### config.mk
export PLATFORM = sky130hd
export DESIGN_NAME = store_buffer_flat
export DESIGN_NICKNAME = d
export VERILOG_FILES = /design/src/rtl/store_buffer_if.sv /design/src/rtl/store_buffer.sv /design/src/flat_wrapper.sv
export SDC_FILE = /design/constraint.sdc
export NUM_CORES = 1
export LEC_CHECK = 0
export ABC_CLOCK_PERIOD_IN_PS = 13650
export CAP_MARGIN = 20
export CORE_ASPECT_RATIO = 1.5
export CORE_UTILIZATION = 45
export DETAILED_ROUTE_END_ITERATION = 8
export PLACE_DENSITY = 0.66
export SLEW_MARGIN = 0
export SYNTH_ARGS = -nofsm -noshare
export SYNTH_HDL_FRONTEND = slang
export SYNTH_SLANG_ARGS = --single-unit
### constraint.sdc
create_clock -name clk -period 13.65 [get_ports clk]
set_input_delay 4.095 -clock clk [delete_from_list [all_inputs] [get_ports clk]]
set_output_delay 4.095 -clock clk [all_outputs]
set_load 0.01 [all_outputs]
### src/rtl/store_buffer_if.sv
// ============================================================================
// store_buffer_if: pipeline-facing and dmem-facing signals of the store buffer.
// Revision: 1.0
// ============================================================================
`default_nettype none

interface store_buffer_if #(
    parameter int DEPTH = 4
);
    logic                     st_valid;
    logic [31:0]              st_addr;
    logic [31:0]              st_data;
    logic                     st_ready;
    logic                     ld_valid;
    logic [31:0]              ld_addr;
    logic                     ld_hit;
    logic [31:0]              ld_data;
    logic                     ld_stall;
    logic                     mem_we;
    logic [31:0]              mem_addr;
    logic [31:0]              mem_wd;
    logic [$clog2(DEPTH):0]   count;

    modport master (
        output st_valid, st_addr, st_data, ld_valid, ld_addr,
        input  st_ready, ld_hit, ld_data, ld_stall, mem_we, mem_addr, mem_wd, count
    );

    modport slave (
        input  st_valid, st_addr, st_data, ld_valid, ld_addr,
        output st_ready, ld_hit, ld_data, ld_stall, mem_we, mem_addr, mem_wd, count
    );
endinterface

`default_nettype wire

### src/rtl/store_buffer.sv
// ============================================================================
// store_buffer: word-granular store FIFO with load forwarding and forced drain.
// Revision: 1.0
// ============================================================================
`default_nettype none

module store_buffer #(
    parameter int DEPTH        = 4,
    parameter int STARVE_LIMIT = 8
) (
    input  wire logic       clk,
    input  wire logic       rst_n,
    store_buffer_if.slave   sb
);
    localparam int AW = $clog2(DEPTH);
    localparam int CW = AW + 1;
    localparam int SW = $clog2(STARVE_LIMIT + 1);
    localparam logic [CW-1:0] C_FULL       = CW'(DEPTH);
    localparam logic [SW-1:0] C_STARVE_MAX = SW'(STARVE_LIMIT);

    logic [29:0]      r_addr [DEPTH];
    logic [31:0]      r_data [DEPTH];
    logic [DEPTH-1:0] r_valid;
    logic [AW-1:0]    r_head;
    logic [AW-1:0]    r_tail;
    logic [CW-1:0]    r_count;
    logic [SW-1:0]    r_starve;

    logic             w_empty;
    logic             w_full;
    logic             w_force;
    logic             w_accept;
    logic             w_drain;
    logic             w_match;
    logic [31:0]      w_fwd_data;
    logic             w_unused_addr_bits;

    assign w_unused_addr_bits = ^{sb.st_addr[1:0], sb.ld_addr[1:0]};

    assign w_empty  = (r_count == '0);
    assign w_full   = (r_count == C_FULL);
    assign w_force  = (r_starve == C_STARVE_MAX);
    assign w_accept = sb.st_valid & ~w_full;
    assign w_drain  = ~w_empty & (~sb.ld_valid | w_force);

    assign sb.st_ready = ~w_full;
    assign sb.mem_we   = w_drain;
    assign sb.mem_addr = w_empty ? 32'h0 : {r_addr[r_head], 2'b00};
    assign sb.mem_wd   = w_empty ? 32'h0 : r_data[r_head];
    assign sb.ld_stall = sb.ld_valid & w_force & ~w_empty;
    assign sb.ld_hit   = sb.ld_valid & w_match;
    assign sb.ld_data  = sb.ld_hit ? w_fwd_data : 32'h0;
    assign sb.count    = r_count;

    // Walk oldest to youngest so the youngest matching entry wins.
    always_comb begin
        w_match    = 1'b0;
        w_fwd_data = 32'h0;
        for (int i = DEPTH - 1; i >= 0; i--) begin
            if (r_valid[r_tail - AW'(i + 1)] &&
                (r_addr[r_tail - AW'(i + 1)] == sb.ld_addr[31:2])) begin
                w_match    = 1'b1;
                w_fwd_data = r_data[r_tail - AW'(i + 1)];
            end
        end
    end

    always_ff @(posedge clk) begin
        if (w_accept) begin
            r_addr[r_tail] <= sb.st_addr[31:2];
            r_data[r_tail] <= sb.st_data;
        end
    end

    always_ff @(posedge clk or negedge rst_n) begin
        if (!rst_n) begin
            r_head   <= '0;
            r_tail   <= '0;
            r_count  <= '0;
            r_starve <= '0;
            r_valid  <= '0;
        end else begin
            if (w_accept) begin
                r_tail          <= r_tail + AW'(1);
                r_valid[r_tail] <= 1'b1;
            end
            if (w_drain) begin
                r_head          <= r_head + AW'(1);
                r_valid[r_head] <= 1'b0;
            end
            unique case ({w_accept, w_drain})
                2'b10:   r_count <= r_count + CW'(1);
                2'b01:   r_count <= r_count - CW'(1);
                default: r_count <= r_count;
            endcase
            if (w_empty || w_drain) begin
                r_starve <= '0;
            end else if (sb.ld_valid && !w_force) begin
                r_starve <= r_starve + SW'(1);
            end
        end
    end
endmodule

`default_nettype wire
### src/flat_wrapper.sv
// flat-port wrapper written by rule: the top's interface ports become plain ports
module store_buffer_flat 
#(
    parameter int DEPTH        = 4,
    parameter int STARVE_LIMIT = 8
)
  (clk, rst_n, sb_st_valid, sb_st_addr, sb_st_data, sb_ld_valid, sb_ld_addr, sb_st_ready, sb_ld_hit, sb_ld_data, sb_ld_stall, sb_mem_we, sb_mem_addr, sb_mem_wd, sb_count);
  store_buffer_if #(.DEPTH(DEPTH)) sb_i ();
  input  wire logic clk;
  input  wire logic rst_n;
  input wire logic [$bits(sb_i.st_valid)-1:0] sb_st_valid;
  input wire logic [$bits(sb_i.st_addr)-1:0] sb_st_addr;
  input wire logic [$bits(sb_i.st_data)-1:0] sb_st_data;
  input wire logic [$bits(sb_i.ld_valid)-1:0] sb_ld_valid;
  input wire logic [$bits(sb_i.ld_addr)-1:0] sb_ld_addr;
  output wire logic [$bits(sb_i.st_ready)-1:0] sb_st_ready;
  output wire logic [$bits(sb_i.ld_hit)-1:0] sb_ld_hit;
  output wire logic [$bits(sb_i.ld_data)-1:0] sb_ld_data;
  output wire logic [$bits(sb_i.ld_stall)-1:0] sb_ld_stall;
  output wire logic [$bits(sb_i.mem_we)-1:0] sb_mem_we;
  output wire logic [$bits(sb_i.mem_addr)-1:0] sb_mem_addr;
  output wire logic [$bits(sb_i.mem_wd)-1:0] sb_mem_wd;
  output wire logic [$bits(sb_i.count)-1:0] sb_count;
  assign sb_i.st_valid = sb_st_valid;
  assign sb_i.st_addr = sb_st_addr;
  assign sb_i.st_data = sb_st_data;
  assign sb_i.ld_valid = sb_ld_valid;
  assign sb_i.ld_addr = sb_ld_addr;
  assign sb_st_ready = sb_i.st_ready;
  assign sb_ld_hit = sb_i.ld_hit;
  assign sb_ld_data = sb_i.ld_data;
  assign sb_ld_stall = sb_i.ld_stall;
  assign sb_mem_we = sb_i.mem_we;
  assign sb_mem_addr = sb_i.mem_addr;
  assign sb_mem_wd = sb_i.mem_wd;
  assign sb_count = sb_i.count;
  store_buffer #(.DEPTH(DEPTH), .STARVE_LIMIT(STARVE_LIMIT)) u_core (.clk(clk), .rst_n(rst_n), .sb(sb_i));
endmodule
# ---- After elaboration in Yosys (flattened, before gate mapping)
# Memories as Yosys holds them, arrays and structs flattened.
# Index checks and enable logic that the tools add are counted.
dict set report totals {
  word_cells 84
  in_bits 100
  reg_bits 15
  n_memories 2
  ram_bits 248
}
# memory words width read_ports rd_ports_with_merged_regs write_ports line
set memory_table {}
lappend memory_table {u_core.r_data 4 32 5 0 1 store_buffer.sv:22} ;# logic [31:0] r_data [DEPTH];
lappend memory_table {u_core.r_addr 4 30 5 0 1 store_buffer.sv:21} ;# logic [29:0] r_addr [DEPTH];
dict set report classes {
  eq_ne 8
  n_bitwise 12
  n_mux 30
  reduce_logical 12
  addsub 8
  magnitude_cmp 7
}
# op n
set ops {}
lappend ops {{$mux W32} 7}
lappend ops {{$eq A30 B30 Y1} 4}
lappend ops {{$mux W4} 4}
lappend ops {{$lt A2 B3 Y1 const B} 5}
lappend ops {{$mux W1} 12}
lappend ops {{$bmux W1 S2} 4}
lappend ops {{$logic_and A1 B1 Y1} 7}
lappend ops {{$pmux W3 S2} 1}
lappend ops {{$and A1 B1 Y1} 5}
lappend ops {{$add A2 B1 Y2 const B} 2}
lappend ops {{$add A4 B1 Y4 const B} 1}
lappend ops {{$and A4 B4 Y4} 1}
lappend ops {{$demux W1 S2} 2}
lappend ops {{$eq A4 B4 Y1 const B} 1}
lappend ops {{$ge A2 B1 Y1 const B} 2}
lappend ops {{$not A4 Y4} 1}
lappend ops {{$or A4 B4 Y4} 1}
lappend ops {{$reduce_bool A2 Y1} 2}
lappend ops {{$sub A2 B2 Y2 const B} 2}
lappend ops {{$add A3 B1 Y3 const B} 1}
lappend ops {{$eq A3 B3 Y1 const B} 1}
lappend ops {{$logic_not A3 Y1} 1}
lappend ops {{$not A1 Y1} 3}
lappend ops {{$sub A3 B1 Y3 const B} 1}
lappend ops {{other kinds (6)} 6}

# ---- Depth between registers and ports, before layout
dict set report depth {
  ltp_word 9
  depth_mapped 21
  depth_no_buf 10
}

# ---- Worst setup path after synthesis
# OpenSTA, ideal clock, no wires.
dict set report synth_path {
  path_type {input port to output port}
  from {input sb_ld_addr[13]}
  to {output sb_ld_data[10]}
  path_slack_ns 3.311
  t_arrival_ns 6.244
  required_ns 9.555
  path_buffers 4
  stages 11
  path_cell_list {clkbuf_1 xor2_1 o32ai_1 o2111ai_1 or3_1 clkbuf_1 or3_1 buf_2 buf_6 a41oi_1 o221ai_1}
}
dict set report synth_via {
  elab_chain_cells 8
  elab_cells_between_ends 18
  classes_between {eq/ne: 4; mux: 9; bitwise: 1; reduce/logical: 4}
}
# item line
set synth_rtl {}
lappend synth_rtl {{start, declared} flat_wrapper.sv:15} ;# input wire logic [$bits(sb_i.ld_addr)-1:0] sb_ld_addr;
lappend synth_rtl {{$eq A30 B30 Y1} store_buffer.sv:61} ;# (r_addr[r_tail - AW'(i + 1)] == sb.ld_addr[31:2])) begin
lappend synth_rtl {{$logic_and A1 B1 Y1} store_buffer.sv:60} ;# if (r_valid[r_tail - AW'(i + 1)] &&
lappend synth_rtl {{$mux W1 (4 in series)} store_buffer.sv:60}
lappend synth_rtl {{$and A1 B1 Y1} store_buffer.sv:51} ;# assign sb.ld_hit = sb.ld_valid & w_match;
lappend synth_rtl {{$mux W32 *} store_buffer.sv:52} ;# assign sb.ld_data = sb.ld_hit ? w_fwd_data : 32'h0;
lappend synth_rtl {{end, declared} flat_wrapper.sv:18} ;# output wire logic [$bits(sb_i.ld_data)-1:0] sb_ld_data;
# Every way passes the cells marked *; elsewhere a longest branch is shown, timed or not.

# ---- Worst setup path after layout
dict set report layout_path {
  from {input sb_ld_addr[12]}
  to {output sb_ld_data[20]}
}
# The elaborated chain is that of the path after synthesis.

==> impl_metrics.yaml <==
global_route:
  antenna_found_initial: 3
  track_usage_pct: 26.18
  grt_pass1_vias: 13760
  grt_pass1_wl_um: 87840
  overflow: 0
  grt_max_degree: 119
place:
  io_buffers: 196
  dp_hpwl_um: 38920
  dpl.cell_count: 1961
  dp_slack_ns: 1.363
  place.gp.congestion: 0.9677
logic_synthesis:
  synth_compound_area_share_pct: 7.494
  yosys.area.top_type: "edfxtp_1"
  synthAdderAreaFrac_pct: 0.8016
  ys_seq_area_share_pct: 39.77
  synth_ff_type: "edfxtp_1"
  synth-simple-area-share_pct: 7.170
  syn-cell-area_mm2: 0.01967
  synthMuxAreaShare_pct: 34.54
  postSynthAreaPerCell_um2: 14.97
  syn_inst: 1314
  yosysTopAreaCellShare_pct: 37.87
  synth_xor_area_share_pct: 4.809
  synth_seq_cells: 263
  yosys_warnings: 0
  ys_types: 72
  synth_top_family_by_area: "multiplexers"
  synth-edff-count: 248
  synth_area_leaders: "edfxtp_1 (38%), mux4_2 (29%), mux2i_1 (4.6%)"
  synthArstFlopShare_pct: 5.703
worst_setup_path:
  path_class: "primary input to output pin"
  r2r-start: "u_core.r_tail[0]"
  ff2ff_setup_slack_ns: 9.95
  crit_path_end_kind: "output pin"
  endpoint: "sb_ld_data[20]"
  startpoint_type: "primary input"
  reg2reg_depth: 4
  crit_path_start: "sb_ld_addr[12]"
  crit_required_ns: 9.55
  worstReg2RegEnd: "u_core.r_addr[1][3]"
  path_max_fanout: 33
  worstPathArrival_ns: 8.27
final_layout:
  drive_gt1_share_pct: 26.09
  final_nets: 1532
  layout.cells.non_filler: 2012
  layout_commonest_cell: "mux4_2"
  n_fill_cell: 3599
  syn_to_final_growth_pct: 14.58
  final_cell_mix: "mux4_2 (256), edfxtp_1 (248), clkdlybuf4s50_1 (196)"
sta:
  rsz0062_at_grt: "no"
  fin_setup_tns_ns: 0
  min_period_ns: 12.37
  finalSetupViolCount: 0
  worst_slack_ns: 1.280
  final.period_utilization_pct: 90.62
  fmax_mhz: 80.84
  drv_slew: 0
  whs_ns: 0.4929
  tightest_slew_ns: 1.086
  worst_slew_margin_rel_pct: 27.58
  finalClockSkew_ns: 0.01811
  hold_viol: 0
clock_network:
  cts_hold_buf: 0
  numCtsBuffers: 27
  cts_resized: 0
  clk_pin_slew_worst_paths_ns: 0.06
  postCtsSetupBuffers: 0
  htree_levels: 1
  tritoncts: "yes"
  cts_buffer_depth: 3
  insertion_delay_ns: 0.57
  cts_sinks: 263
  root_buffer: "clkbuf_16"
hold_path:
  min_path_type: "register to register"
floorplan:
  core_mm2: 0.04305
  initial_utilization_pct: 45.68
  dieWidth_um: 172.7
  num_rows: 93
  die-area_mm2: 0.04456
  io_pins: 203
  die_h_um: 258.0
pwr:
  p_clk_share_pct: 13.2
  p_comb_share_pct: 60.8
  p_per_area_mw_per_mm2: 229.5
  p_int_mw: 3.123
  p_seq_share_pct: 26.0
  vdd_drop_max_mv: 0.1983
  p_leak_nw: 7.161
  power_switching_mw: 2.048
  p_sw_share_pct: 39.60
routing:
  drt_iter0_drc: 1194
  drc: 0
  postRouteAntennaNets: 0
  dr.pass1.iters: 5
  viasPerCell: 6.747
  wl_um: 58890
  wire_per_inst_um: 29.27
  num_vias: 13570
flow_run:
  maxCapViolations: 0
status:
  outcome: "complete, no violations"
-- metrics by stage --
step	total power, mW	util, %	instance area, um^2
after global routing	5.445	52.34	22540
after CTS	5.216	52.34	22530
final	5.171	52.34	22540
after global placement	4.476	50.49	21740
after detailed placement	4.518	50.49	21740
after floorplan	3.680	-	19670
-- layer usage --
| metal | wire length (um) | share of wire (%) | global-route usage [%] | vias to the layer above |
|---|---|---|---|---|
| met3 | 3690 | 6.3 | 4.284 | 136 |
| met1 | 21440 | 36 | 30.97 | 7106 |
| li1 | - | - | - | 5739 |
| met2 | 30960 | 53 | 46.56 | 589 |
| met4 | 2770 | 4.7 | 12.14 | 4 |
| met5 | 28 | 0.048 | 0 | - |
-- power by group through the flow --
| stage | Sequential [mW] | Combinational (mW) | Clock, mW |
|---|---|---|---|
| floorplan | 1.19 | 2.49 | 0 |
| global placement | 1.34 | 3.14 | 0 |
| detailed placement | 1.36 | 3.16 | 0 |
| CTS | 1.34 | 3.18 | 0.699 |
| global route | 1.37 | 3.35 | 0.728 |
| finish | 1.34 | 3.14 | 0.682 |
-- cell type report --
class	instances	area, um^2	area share (%)
well taps	570	713.2	3.165
clock inverters	14	87.58	0.3887
flip-flops and latches	263	7835	34.77
repair buffers	219	2147	9.527
inverters	50	187.7	0.8328
multi-input cells	859	10850	48.16
clock buffers	36	709.4	3.148
diodes	1	2.502	0.01110
-- Yosys cell counts, drive strengths merged (2+ instances only) --
cell type,n
a22o,3
buf,76
a221oi,6
nor2,21
nor4b,32
edfxtp,248
or3,4
a31oi,3
nand2b,2
nand4,45
nor2b,65
a2111oi,7
ha,11
and3,5
o31ai,4
a2bb2oi,5
o221ai,36
o21ai,8
a32oi,2
o32ai,2
a222oi,2
and4b,2
o22ai,13
a211oi,7
dfrtp,15
a22oi,4
nor3,9
mux2i,91
a41oi,32
o2bb2ai,3
xor2,33
nand3,7
xnor2,75
nor4,9
inv,50
mux2,10
o211ai,2
mux4,256
o2111ai,2
clkbuf,67
a21oi,14
nand4b,2
nand3b,3
nand2,11
-- worst min-delay path by stage --
stage	start	endpoint	slack (ns)	depth (start not counted)
detailed placement	u_core.r_starve[0]	u_core.r_starve[0]	0.48	1
global placement	u_core.r_starve[0]	u_core.r_starve[0]	0.48	1
CTS	u_core.r_starve[0]	u_core.r_starve[0]	0.49	1
global route	u_core.r_starve[0]	u_core.r_starve[0]	0.51	1
finish	u_core.r_starve[0]	u_core.r_starve[0]	0.49	1
floorplan	u_core.r_starve[0]	u_core.r_starve[0]	0.45	1
-- state kept, by name, summed over array words and instances, names as in the netlist --
| signal | flops |
|---|---|
| u_core.r_head | 2 |
| u_core.r_valid | 4 |
| u_core.r_data | 128 |
| u_core.r_addr | 120 |
| u_core.sb.count | 3 |
| u_core.r_starve | 4 |
| u_core.r_tail | 2 |
-- logic make-up (layout without fill, tap and decap cells) --
logic type      count (synthesis)  in the layout
compound gates                160            160
mux                           357            357
xor+xnor                      108            108
flops                         263            263
other cells                     1              3
buf+inv                       193            319
simple gates                  220            220
fa+ha+maj                      12             12
-- critical path: stages --
cell             delay [ns]
clkdlybuf4s50_1        0.70
a222oi_1               0.43
nand4_1                0.22
a2111o_1               0.47
buf_4                  0.29
or3_2                  0.89
a41oi_1                0.33
o221ai_1               0.22
clkdlybuf4s50_1        0.54
No activity file was read; power rests on OpenSTA's default activity.
